## config.mk

```make
export PLATFORM = sky130hd
export DESIGN_NAME = averaging_filter
export DESIGN_NICKNAME = d
export VERILOG_FILES = /design/src/rtl/avg_pkg.sv /design/src/rtl/sample_ring.sv /design/src/rtl/averaging_filter.sv
export SDC_FILE = /design/constraint.sdc
export NUM_CORES = 1
export LEC_CHECK = 0
export ABC_CLOCK_PERIOD_IN_PS = 5300
export BUFFER_PORTS_ARGS = -buffer_cell sky130_fd_sc_hd__buf_2
export CAP_MARGIN = 20
export CORE_MARGIN = 5
export CORE_UTILIZATION = 50
export DETAILED_ROUTE_END_ITERATION = 10
export PLACE_DENSITY = 0.67
export REMOVE_ABC_BUFFERS = 1
export SYNTH_ARGS = -nofsm -noshare
export SYNTH_HDL_FRONTEND = slang
export SYNTH_SLANG_ARGS = --single-unit
```

## constraint.sdc

```tcl
create_clock -name clk -period 5.3 [get_ports clk]
set_clock_uncertainty 0.2 [all_clocks]
set_input_delay 0.53 -clock clk [delete_from_list [all_inputs] [get_ports clk]]
set_output_delay 0.53 -clock clk [all_outputs]
set_load 0.01 [all_outputs]
```

## src/rtl/avg_pkg.sv

```systemverilog
// Shared definitions for the moving-average filter: default widths, sample type and FSM states.
package avg_pkg;

   localparam int DEF_DATA_W = 24;
   localparam int DEF_LOG2_N = 3;

   typedef logic signed [DEF_DATA_W-1:0] sample_t;

   typedef enum logic [1:0] {
      ST_IDLE   = 2'd0,
      ST_UPDATE = 2'd1,
      ST_HOLD   = 2'd2
   } state_e;

endpackage

```

## src/rtl/sample_ring.sv

```systemverilog
// Circular buffer of pre-scaled samples; the entry under the write pointer is always the oldest.
module sample_ring
   import avg_pkg::*;
#(
   parameter int DATA_W = DEF_DATA_W,
   parameter int LOG2_N = DEF_LOG2_N
) (
   input  logic                     clk,
   input  logic                     reset_n,
   input  logic                     wr_en_i,
   input  logic signed [DATA_W-1:0] wr_data_i,
   output logic signed [DATA_W-1:0] oldest_o
);

   localparam int N = 1 << LOG2_N;

   logic signed [DATA_W-1:0] mem_q [N];
   logic [LOG2_N-1:0]        wptr_q;
   logic [LOG2_N-1:0]        wptr_d;

   // Next write pointer: N is a power of two, so natural overflow gives the modulo-N wrap
   always_comb begin
      wptr_d = wptr_q;
      if (wr_en_i) begin
         wptr_d = wptr_q + LOG2_N'(1);
      end else begin
         wptr_d = wptr_q;
      end
   end

   // Buffer storage and pointer; reset clears every entry so unfilled taps read as zero
   always_ff @(posedge clk or negedge reset_n) begin
      if (!reset_n) begin
         wptr_q <= '0;
         for (int i = 0; i < N; i++) begin
            mem_q[i] <= '0;
         end
      end else begin
         wptr_q <= wptr_d;
         if (wr_en_i) begin
            mem_q[wptr_q] <= wr_data_i;
         end
      end
   end

   assign oldest_o = mem_q[wptr_q];

endmodule

```

## src/rtl/averaging_filter.sv

```systemverilog
// N-tap moving-average filter: IDLE/UPDATE/HOLD handshake FSM with a running-sum accumulator.
// Optional build macro AVG_PRIME_EN suppresses outputs until the window has been filled once.
module averaging_filter
   import avg_pkg::*;
#(
   parameter int DATA_W = DEF_DATA_W,
   parameter int LOG2_N = DEF_LOG2_N
) (
   input  logic                     clk,
   input  logic                     reset_n,
   input  logic                     in_valid,
   input  logic signed [DATA_W-1:0] in_data,
   output logic                     in_ready,
   output logic                     out_valid,
   output logic signed [DATA_W-1:0] out_data,
   input  logic                     out_ready
);

   state_e                   state_q, state_d;
   logic signed [DATA_W-1:0] new_q, new_d;
   logic signed [DATA_W-1:0] sum_q, sum_d;
   logic signed [DATA_W-1:0] out_data_q, out_data_d;
   logic                     out_valid_q, out_valid_d;
   logic signed [DATA_W-1:0] oldest_s;
   logic                     wr_en_s;
   logic                     emit_s;

   assign wr_en_s = (state_q == ST_UPDATE);

   sample_ring #(
      .DATA_W (DATA_W),
      .LOG2_N (LOG2_N)
   ) u_ring (
      .clk       (clk),
      .reset_n   (reset_n),
      .wr_en_i   (wr_en_s),
      .wr_data_i (new_q),
      .oldest_o  (oldest_s)
   );

`ifdef AVG_PRIME_EN
   localparam logic [LOG2_N:0] FILL_N = (LOG2_N+1)'(1 << LOG2_N);

   logic [LOG2_N:0] fill_q, fill_d;

   // Saturating count of accepted samples; outputs open once the window is full
   always_comb begin
      fill_d = fill_q;
      if (wr_en_s && (fill_q != FILL_N)) begin
         fill_d = fill_q + (LOG2_N+1)'(1);
      end else begin
         fill_d = fill_q;
      end
      emit_s = (fill_d == FILL_N);
   end

   // Fill counter storage
   always_ff @(posedge clk or negedge reset_n) begin
      if (!reset_n) begin
         fill_q <= '0;
      end else begin
         fill_q <= fill_d;
      end
   end
`else
   assign emit_s = 1'b1;
`endif

   // FSM and accumulator next-state; the sample is pre-scaled so the sum never needs a divide
   always_comb begin
      state_d     = state_q;
      new_d       = new_q;
      sum_d       = sum_q;
      out_valid_d = out_valid_q;
      out_data_d  = out_data_q;
      case (state_q)
         ST_IDLE: begin
            if (in_valid) begin
               new_d   = in_data >>> LOG2_N;
               state_d = ST_UPDATE;
            end else begin
               state_d = ST_IDLE;
            end
         end
         ST_UPDATE: begin
            sum_d = sum_q + new_q - oldest_s;
            if (emit_s) begin
               out_valid_d = 1'b1;
               out_data_d  = sum_d;
               state_d     = ST_HOLD;
            end else begin
               state_d     = ST_IDLE;
            end
         end
         ST_HOLD: begin
            if (out_ready) begin
               out_valid_d = 1'b0;
               state_d     = ST_IDLE;
            end else begin
               state_d     = ST_HOLD;
            end
         end
         default: begin
            out_valid_d = 1'b0;
            state_d     = ST_IDLE;
         end
      endcase
   end

   // State, accumulator and registered outputs
   always_ff @(posedge clk or negedge reset_n) begin
      if (!reset_n) begin
         state_q     <= ST_IDLE;
         new_q       <= '0;
         sum_q       <= '0;
         out_valid_q <= 1'b0;
         out_data_q  <= '0;
      end else begin
         state_q     <= state_d;
         new_q       <= new_d;
         sum_q       <= sum_d;
         out_valid_q <= out_valid_d;
         out_data_q  <= out_data_d;
      end
   end

   assign in_ready  = (state_q == ST_IDLE);
   assign out_valid = out_valid_q;
   assign out_data  = out_data_q;

endmodule
```

==> metrics, run 1 <==
status finished clean; Tcrit/Tclk final 0.878; CP Class reg -> reg; Root Driver clkbuf_16; Mapped Area 11200 sq um; routed len/inst 18.4 um; Setup Fix Bufs, Post-CTS 0; Sink Count 219; CP Max Fanout 22; share of flip-flops with an asynchronous set or reset 1.00; EDFF count, synth 0; Max Clk Rate 0.215 GHz; Cells after DPL 1275; largest net degree at the start of global routing 120; H-tree depth 1; top_reg_cell synth dfrtp_1; Nets 1103; Hold Path Class in -> reg; share of the synthesized area in the top cell type 0.491; cell count after synthesis 982; sequential element share of the synthesized area 0.491; Ys Warns 0; clock latency on the worst-skew pair 0.52 ns; Arr. time, crit path 4.82 ns; Diodes inserted 0; Max-Slew Margin vs Limit 0.356; vias in the first global route 7688; Core Region 21900 sq um; Overflow after GRT 0; Final ANT Viol Nets 0; share of layout cells above drive strength 1 0.177; Initial Util 0.510; Syn-to-layout area delta 13.0%; Final Worst Setup Slack 0.644 ns; drt drc 0; worst reg2reg setup slack 0.64 ns; gpl congestion 0.878; startpoint class of the critical path flop; Total Routing Usage GR 0.197; Yosys reg bits 219; total wire length 24400 um; CTS tree done; PortBufs 50; DIE AREA 25400 sq um; # resized after CTS 0; CTS Buf Count 25; Max Cap Viol 0; CP startpoint u_ring.wptr_q[0]$_DFFE_PN0P_; Avg Inst Size Synth 11.4 sq um; DRT Pass-1 Iters 5; unrepaired setup endpoints after global routing false; Vias/cell 5.53; CP Capture Type flop; Finished Layout Cells 1326; fin. max-slew vios 0; WP data required 5.46 ns; HP Start in_data[8]; synth unique cells 54; final hold vios 0; DP Wirelength 16300 um; initial antenna violation count 0; vias 7332; first-pass GRT wire length 40900 um; die width 159 um; ranking of synthesized cells by area dfrtp_1 49%, mux2_1 8.4%, mux4_2 8.3%, nand2_1 5.0%, o21ai_1 4.6%; initial DRC count 386; Clock transition at path regs 0.06 ns; clk buf depth 3; Ports 54; CTS Hold Buffers Added 3; reg2reg start u_ring.wptr_q[0]$_DFFE_PN0P_; Final Setup Violations 0; Site Rows 54; Die Height 159 um; top cell type by total area after synthesis dfrtp_1; worst-margin pin slew 0.963 ns; pre-CTS WS 0.633 ns; fin crit period 4.66 ns
[registers in the layout, summed over array words and instances, names as in the netlist]
name	flops
new_q	21
u_ring.wptr_q	3
out_data	24
state_q	2
out_valid	1
u_ring.mem_q	168
[metrics by stage]
step	instance area, sq um	setup TNS [ns]	utilization	hold WS (ns)
detailed placement	11700	0	0.535	0.269
finish	12600	0	0.576	0.0122
floorplan	10900	-0.0808	-	0.0344
global route	12600	0	0.576	0.0192
global placement	11700	0	0.535	0.260
CTS	12600	0	0.574	0.00129
[critical path, cell delays in order, from the launching register on]
cell,delay (ns)
dfrtp_2,0.88
mux4_2,0.59
mux2_2,0.29
fa_1,0.48
inv_1,0.07
fa_1,0.46
a21o_1,0.21
a31o_2,0.29
o211ai_2,0.16
o21ai_1,0.16
a311oi_1,0.41
xor2_1,0.22
o21ai_1,0.08
[cells in the final DEF (no fill, tap or decap), types with 3 or more instances in the layout]
master           n
a21oi_1         19
xor2_1           9
nand2_1        149
nor2_1          12
clkbuf_16       25
ha_1            25
mux2_1          83
a21oi_2          3
clkbuf_8         4
dlygate4sd3_1    3
a211oi_1         3
mux2_2          21
fa_1            23
xnor2_1         14
o211ai_1         4
o21ai_1        103
a311oi_1         3
nor3_1           3
buf_2           49
buf_4           16
clkbuf_1        10
o21a_1           3
a21o_1          14
bufinv_16        3
mux4_2          41
inv_1           93
dfrtp_1        217
nand3_1          9
o21bai_1         4
o21ai_0         32
[final timing paths]
| kind | depth (start not counted) | end |
|---|---|---|
| max reg2reg | 12 | out_data[20]$_DFFE_PN0P_ |
| max in group asynchronous | 3 | u_ring.wptr_q[0]$_DFFE_PN0P_ |
| min in group asynchronous | 2 | u_ring.mem_q[56]$_DFFE_PN0P_ |
| min | 3 | new_q[5]$_DFFE_PN0P_ |
| max | 12 | out_data[20]$_DFFE_PN0P_ |
| min reg2reg | 1 | u_ring.mem_q[38]$_DFFE_PN0P_ |
[cell type report]
class / count / area, sq um
multi-input cells: 616 / 5130
well taps: 280 / 350
clock buffers: 39 / 718
flip-flops and latches: 219 / 5480
repair buffers: 72 / 469
clock inverters: 7 / 118
inverters: 93 / 349
fillers: 1874 / 9280
[routing by layer]
metal / global-route usage / part of all wire / vias to the layer above
li1: - / - / 3488
met1: 0.273 / 0.46 / 3651
met2: 0.332 / 0.48 / 140
met3: 0.0202 / 0.034 / 53
met4: 0.0551 / 0.027 / 0
met5: 0 / 0 / -
[logic make-up after synthesis]
logic type,after synthesis,share of synthesized area
compound gates,205,0.106
flops,219,0.491
simple gates,193,0.0719
xor+xnor,23,0.0180
fa+ha+maj,48,0.0692
mux,147,0.191
buf+inv,147,0.0528
[Yosys cell counts (3+ instances only)]
master / instances
fa_1: 23
a311oi_1: 3
nand3_1: 10
o21bai_1: 4
o211ai_1: 4
nor3_1: 4
nand2_1: 149
xnor2_1: 14
o21a_1: 3
a211oi_1: 3
ha_1: 25
a21oi_1: 19
buf_2: 15
mux2_2: 21
o21ai_1: 103
nor2_1: 13
mux2_1: 83
xor2_1: 9
a21o_1: 14
mux4_2: 41
dfrtp_1: 219
clkbuf_1: 29
o21ai_0: 32
buf_4: 5
buf_1: 5
inv_1: 93
a21oi_2: 3
Power of run 1 is left out: the tool's default activity adds up to more than one toggle a clock period on the data nets, which glitch-free logic cannot reach.
==> run 2: changes to the inputs <==
Settings changed: ABC_CLOCK_PERIOD_IN_PS 5300 to 5000.
Clock period 5.3 ns to 5 ns, I/O delays scaled along.
==> run 2 against run 1 <==
Against the previous run:
- via count up 0.97%
- flip-flop and latch count unchanged
- utilization up 0.86 points
- cell count up 1.1%
- die area unchanged
- worst setup slack worse by 0.25 ns
==> metrics, run 2 (synthesis gave the netlist of run 1 again) <==
status finished clean; Tcrit/Tclk final 0.921 (+0.0426); Arr. time, crit path 4.79 ns (-0.03 ns); WP data required 5.18 ns (-0.28 ns); WP buf/inv 2 (+1); Final Worst Setup Slack 0.395 ns (-0.250 ns); gpl congestion 0.853 (-2.8%); Final ANT Viol Nets 0 (unchanged); DRT Pass-1 Iters 4 (-1); fin. max-slew vios 0 (unchanged); commonest non-fill, non-tap cell in the layout dfrtp_1; clock latency on the worst-skew pair 0.52 ns (about the same); first-pass GRT wire length 41900 um (+2.5%); Sink Count 219 (unchanged); Overflow after GRT 0 (unchanged); Total Routing Usage GR 0.200 (+0.00379); CP Max Fanout 21 (-4.5%); # resized after CTS 0 (unchanged); drt drc 0 (unchanged); Syn-to-layout area delta 14.6%; routed len/inst 18.4 um (+0.31%); initial DRC count 329 (-15%); Nets 1119 (+1.5%); largest net degree at the start of global routing 111 (-7.5%); Hold Path Class in -> reg; GRT met2 Usage 0.332 (unchanged); vias in the first global route 7854 (+2.2%); Clock transition at path regs 0.06 ns (about the same); Initial Util 0.510 (unchanged); Final Setup Violations 0 (unchanged); Max-Slew Margin vs Limit 0.390 (+0.0346); family with the most delay on the worst path compound AO/OA/AOI/OAI gates; H-tree depth 1 (unchanged); vias 7403 (+0.97%); Vias/cell 5.52 (about the same); share of layout cells above drive strength 1 0.183 (+0.00615); CP max-delay cell dfrtp_2; fin crit period 4.61 ns (-0.0503 ns); total wire length 24700 um (+1.4%); critical path cell sequence buf_12, mux4_2, mux2_2, fa_1, inv_1, ha_1, nand4_1, a21oi_1, a21oi_1, a2bb2oi_1, a21oi_1, xor2_1, o21ai_1; DIE AREA 25400 sq um (unchanged); Site Rows 54 (unchanged); Root Driver clkbuf_16; Core Region 21900 sq um (unchanged); Diodes inserted 0 (unchanged); worst hold-check slack 0.00989 ns (-0.00227 ns); Die Height 159 um (unchanged); M1 GR Usage 0.283 (+0.00958); final hold vios 0 (unchanged); unrepaired setup endpoints after global routing false; PortBufs 50 (unchanged); die width 159 um (unchanged); Max Cap Viol 0 (unchanged); clk buf depth 3 (unchanged); CTS tree done; GRT busiest layer met2; max FFs per register 168 (unchanged); initial antenna violation count 0 (unchanged); startpoint class of the critical path flop; Ports 54 (unchanged); CP Class reg -> reg; largest register by flop count u_ring.mem_q; CP peak stage delay 0.83 ns (-0.05 ns); pre-CTS WS 0.380 ns (-0.254 ns); CP Capture Type flop; most frequent cells in the layout 217 x dfrtp_1, 149 x nand2_1, 103 x o21ai_1; worst-margin pin slew 0.914 ns (-0.0491 ns); CTS Buf Count 25 (unchanged); DP Wirelength 16100 um (-1.5%); met3 Resource Use GR 0.0264 (+0.00621); Setup Fix Bufs, Post-CTS 0 (unchanged); Most common cell on crit path a21oi_1; Max Clk Rate 0.217 GHz (+1.1%)
run 2: layout make-up:
type	count	area (sq um)
fillers	1875	9090
flip-flops and latches	219	5480
multi-input cells	616	5130
clock buffers	30	694
repair buffers	88	616
well taps	280	350
inverters	93	349
clock inverters	14	184
run 2: timing repair:
action                                 4_1_cts  5_1_grt
setup endpoints to repair                    0        0
endpoints found under the hold margin      126        0
hold buffers                                18        0
run 2: final timing paths:
path	slack (ns)	cells after the start	from	endpoint
setup / recovery	0.39	13	u_ring.wptr_q[0]$_DFFE_PN0P_	out_data[19]$_DFFE_PN0P_
min in group asynchronous	0.39	2	reset_n	u_ring.mem_q[128]$_DFFE_PN0P_
max in group asynchronous	3.12	3	reset_n	u_ring.wptr_q[1]$_DFFE_PN0P_
hold / removal	0.01	3	in_data[21]	new_q[18]$_DFFE_PN0P_
setup reg to reg	0.39	13	u_ring.wptr_q[0]$_DFFE_PN0P_	out_data[19]$_DFFE_PN0P_
hold reg to reg	0.27	1	out_valid$_DFFE_PN0P_	out_valid$_DFFE_PN0P_
run 2: worst min-delay path: cells and delay by family:
| family | cells | cell delay [ns] |
|---|---|---|
| buffers and inverters | 1 | 0.08 |
| AOI/OAI and AO/OA | 1 | 0.06 |
| and+or+nand+nor | 1 | 0.05 |
run 2: metrics by stage:
stage          cells  TNS (ns)  utilization  instance area, sq um
2_1_floorplan    928     -2.27            -                 10900
3_3_place_gp    1278         0        0.537                 11700
3_5_place_dp    1278         0        0.537                 11700
4_1_cts         1340         0        0.585                 12800
5_1_grt         1340         0        0.585                 12800
6_report        1340         0        0.585                 12800
run 2: routing by layer:
| metal | vias to the layer above | share of wire |
|---|---|---|
| met2 | 146 | 0.48 |
| met5 | - | 0 |
| met3 | 44 | 0.037 |
| met1 | 3697 | 0.45 |
| met4 | 0 | 0.027 |
| li1 | 3516 | - |
Power of run 2 is left out for the same reason.
==> run 3: changes to the inputs <==
Settings changed: ABC_AREA set to 1.
==> run 3 against run 2 <==
Against the previous run:
- flip-flop and latch count unchanged
- cell area up 2.4%
- critical path depth up 2
- worst setup slack better by 0.66 ns
- critical path type unchanged
- area after synthesis up 4.4%
- register-to-register slack better by 0.66 ns
- count of clock-buffer cells in the layout up 4
- sequential share of layout area down 1.0 points
- critical endpoint is now out_data[12]$_DFFE_PN0P_
- wire length up 13%
- die area up 4.1%
- via count up 27%
- cell count up 39%
==> metrics, run 3 <==
Setup Fix Bufs, Post-CTS 0 (unchanged); share of the synthesized area in the top cell type 0.470 (-0.0205); vias in the first global route 9021 (+15%); area of the multi-input gates 4980 sq um (-2.9%); die width 163 um (+2.0%); CTS Hold Buffers Added 18 (unchanged); worst hold-check slack 0.00608 ns (-0.00381 ns); worst-margin pin slew 1.07 ns (+0.159 ns); most frequent cells in the layout 402 x nand2_1, 234 x inv_1, 218 x dfrtp_1; Arr. time, crit path 4.13 ns (-0.66 ns); list of most frequent post-synthesis cells 402 x nand2_1, 234 x inv_1, 219 x dfrtp_1, 180 x o21ai_0, 74 x a21oi_1; # resized after CTS 0 (unchanged); top_reg_cell synth dfrtp_1; Ys Warns 0 (unchanged); Avg Inst Size Synth 7.83 sq um (-31%); Site Rows 55 (+1.9%); CTS tree done; Root Driver clkbuf_16; vias 9416 (+27%); ranking of synthesized cells by area dfrtp_1 47%, nand2_1 13%, o21ai_0 7.7%, inv_1 7.5%, fa_1 4.0%; initial DRC count 695 (+110%); fin. max-slew vios 0 (unchanged); Sink Count 219 (unchanged); WP data required 5.18 ns (about the same); CP Capture Type flop; H-tree depth 1 (unchanged); reg2reg path depth 15 (+2); startpoint class of the critical path flop; synth unique cells 29 (-46%); fillers 2146 (+14%); PortBufs 50 (unchanged); final hold vios 0 (unchanged); EDFF count, synth 0 (unchanged); total wire length 28000 um (+13%); Diodes inserted 0 (unchanged); FF-to-FF End out_data[12]$_DFFE_PN0P_; reg2reg start u_ring.wptr_q[0]$_DFFE_PN0P_; Overflow after GRT 0 (unchanged); Syn-to-layout area delta 12.5%; clock latency on the worst-skew pair 0.52 ns (about the same); Nets 1605 (+43%); Die Height 163 um (+2.0%); Total Routing Usage GR 0.216 (+0.0158); Final ANT Viol Nets 0 (unchanged); Max Cap Viol 0 (unchanged); worst reg2reg setup slack 1.05 ns (+0.66 ns); unrepaired setup endpoints after global routing false; Ports 54 (unchanged); worst hold stages 2 (-1); CP Class reg -> reg; dominant cell by count in the synthesized netlist nand2_1; HP Start out_ready; first-pass GRT wire length 46900 um (+12%); fin crit period 3.95 ns (-0.658 ns); Mapped Area 11700 sq um (+4.4%); Hold Path Class in -> reg; CP Max Fanout 51 (+140%); share of flip-flops with an asynchronous set or reset 1.00 (unchanged); largest register by flop count u_ring.mem_q; top cell type by total area after synthesis dfrtp_1; share of layout cells above drive strength 1 0.0808 (-0.102); routed len/inst 15.0 um (-19%); cell count after synthesis 1488 (+52%); CTS Buf Count 25 (unchanged); Tcrit/Tclk final 0.789 (-0.132); Core Region 22800 sq um (+4.1%); Initial Util 0.512 (+0.00155); Yosys reg bits 219 (unchanged); Final Setup Violations 0 (unchanged); drt drc 0 (unchanged); DP Wirelength 18700 um (+16%); sequential element share of the synthesized area 0.470 (-0.0205); clk buf depth 3 (unchanged); initial antenna violation count 0 (unchanged); hold path endpoint state_q[1]$_DFF_PN0_; max FFs per register 168 (unchanged); Clock transition at path regs 0.06 ns (about the same); register area 5480 sq um (about the same); largest net degree at the start of global routing 135 (+22%); Placement Cell Area 12100 sq um (+3.4%); Finished Cell Area 13100 sq um (+2.4%); pre-CTS WS 1.12 ns (+0.740 ns); Max-Slew Margin vs Limit 0.283 (-0.107); DIE AREA 26500 sq um (+4.1%); DRT Pass-1 Iters 5 (+1); commonest non-fill, non-tap cell in the layout nand2_1; Max Clk Rate 0.253 GHz (+17%); Vias/cell 5.06 (-8.4%); gpl congestion 0.948 (+11%); status finished clean; Final Worst Setup Slack 1.05 ns (+0.658 ns)
==> run 3: kinds of logic (layout without fill, tap and decap cells) <==
| logic type | Yosys count | count (layout) | share of synthesized area |
|---|---|---|---|
| buffers and inverters | 312 | 371 | 0.104 |
| flip-flops | 219 | 219 | 0.470 |
| XOR/XNOR | 9 | 9 | 0.00676 |
| AND/OR/NAND/NOR | 536 | 536 | 0.185 |
| adder cells (fa/ha/maj) | 48 | 48 | 0.0663 |
| AO/OA/AOI/OAI | 364 | 364 | 0.168 |
==> run 3: routing by layer <==
metal  vias up  wire, um  global-route usage
met1      4407     13700               0.322
met5         -         0                   0
li1       4802         -                   -
met2       180     12600               0.347
met4         0       367              0.0389
met3        27      1290              0.0253
==> run 3: area by class of cell <==
cell class / count / share of cell area
sequential: 219 / 0.418
multi-input combinational: 957 / 0.380
inverter: 244 / 0.0698
clock buffer: 34 / 0.0533
timing repair buffer: 82 / 0.0441
tap: 313 / 0.0299
clock inverter: 11 / 0.00515
==> run 3: worst max-delay path, cell delays in order, from the launching register on <==
cell,delay (ns)
dfrtp_4,0.74
buf_4,0.41
a21oi_1,0.10
o21ai_0,0.12
o2111ai_1,0.22
fa_1,0.52
inv_1,0.07
fa_1,0.50
nand2_1,0.12
nand3_1,0.07
nand2_1,0.15
o21ai_1,0.17
nand2_1,0.13
nand3b_1,0.09
nand3_1,0.10
o21ai_0,0.08
==> run 3: stage by stage <==
| stage | cells | setup TNS, ns | utilization |
|---|---|---|---|
| after global placement | 1796 | 0 | 0.533 |
| after detailed placement | 1796 | 0 | 0.533 |
| after CTS | 1859 | 0 | 0.575 |
| after floorplan | 1420 | -2.67 | - |
| after global routing | 1860 | 0 | 0.576 |
| final | 1860 | 0 | 0.576 |
==> run 3: how the worst max path moves through the flow <==
stage / start / endpoint / slack, ns / cells after the start
global placement: u_ring.wptr_q[0]$_DFFE_PN0P_ / out_data[12]$_DFFE_PN0P_ / 1.16 / 15
detailed placement: u_ring.wptr_q[0]$_DFFE_PN0P_ / out_data[12]$_DFFE_PN0P_ / 1.12 / 15
global route: u_ring.wptr_q[0]$_DFFE_PN0P_ / out_data[22]$_DFFE_PN0P_ / 0.80 / 18
floorplan: u_ring.wptr_q[0]$_DFFE_PN0P_ / out_data[10]$_DFFE_PN0P_ / -0.25 / 14
finish: u_ring.wptr_q[0]$_DFFE_PN0P_ / out_data[12]$_DFFE_PN0P_ / 1.05 / 15
CTS: u_ring.wptr_q[0]$_DFFE_PN0P_ / out_data[12]$_DFFE_PN0P_ / 1.10 / 15
Power of run 3 is left out for the same reason.
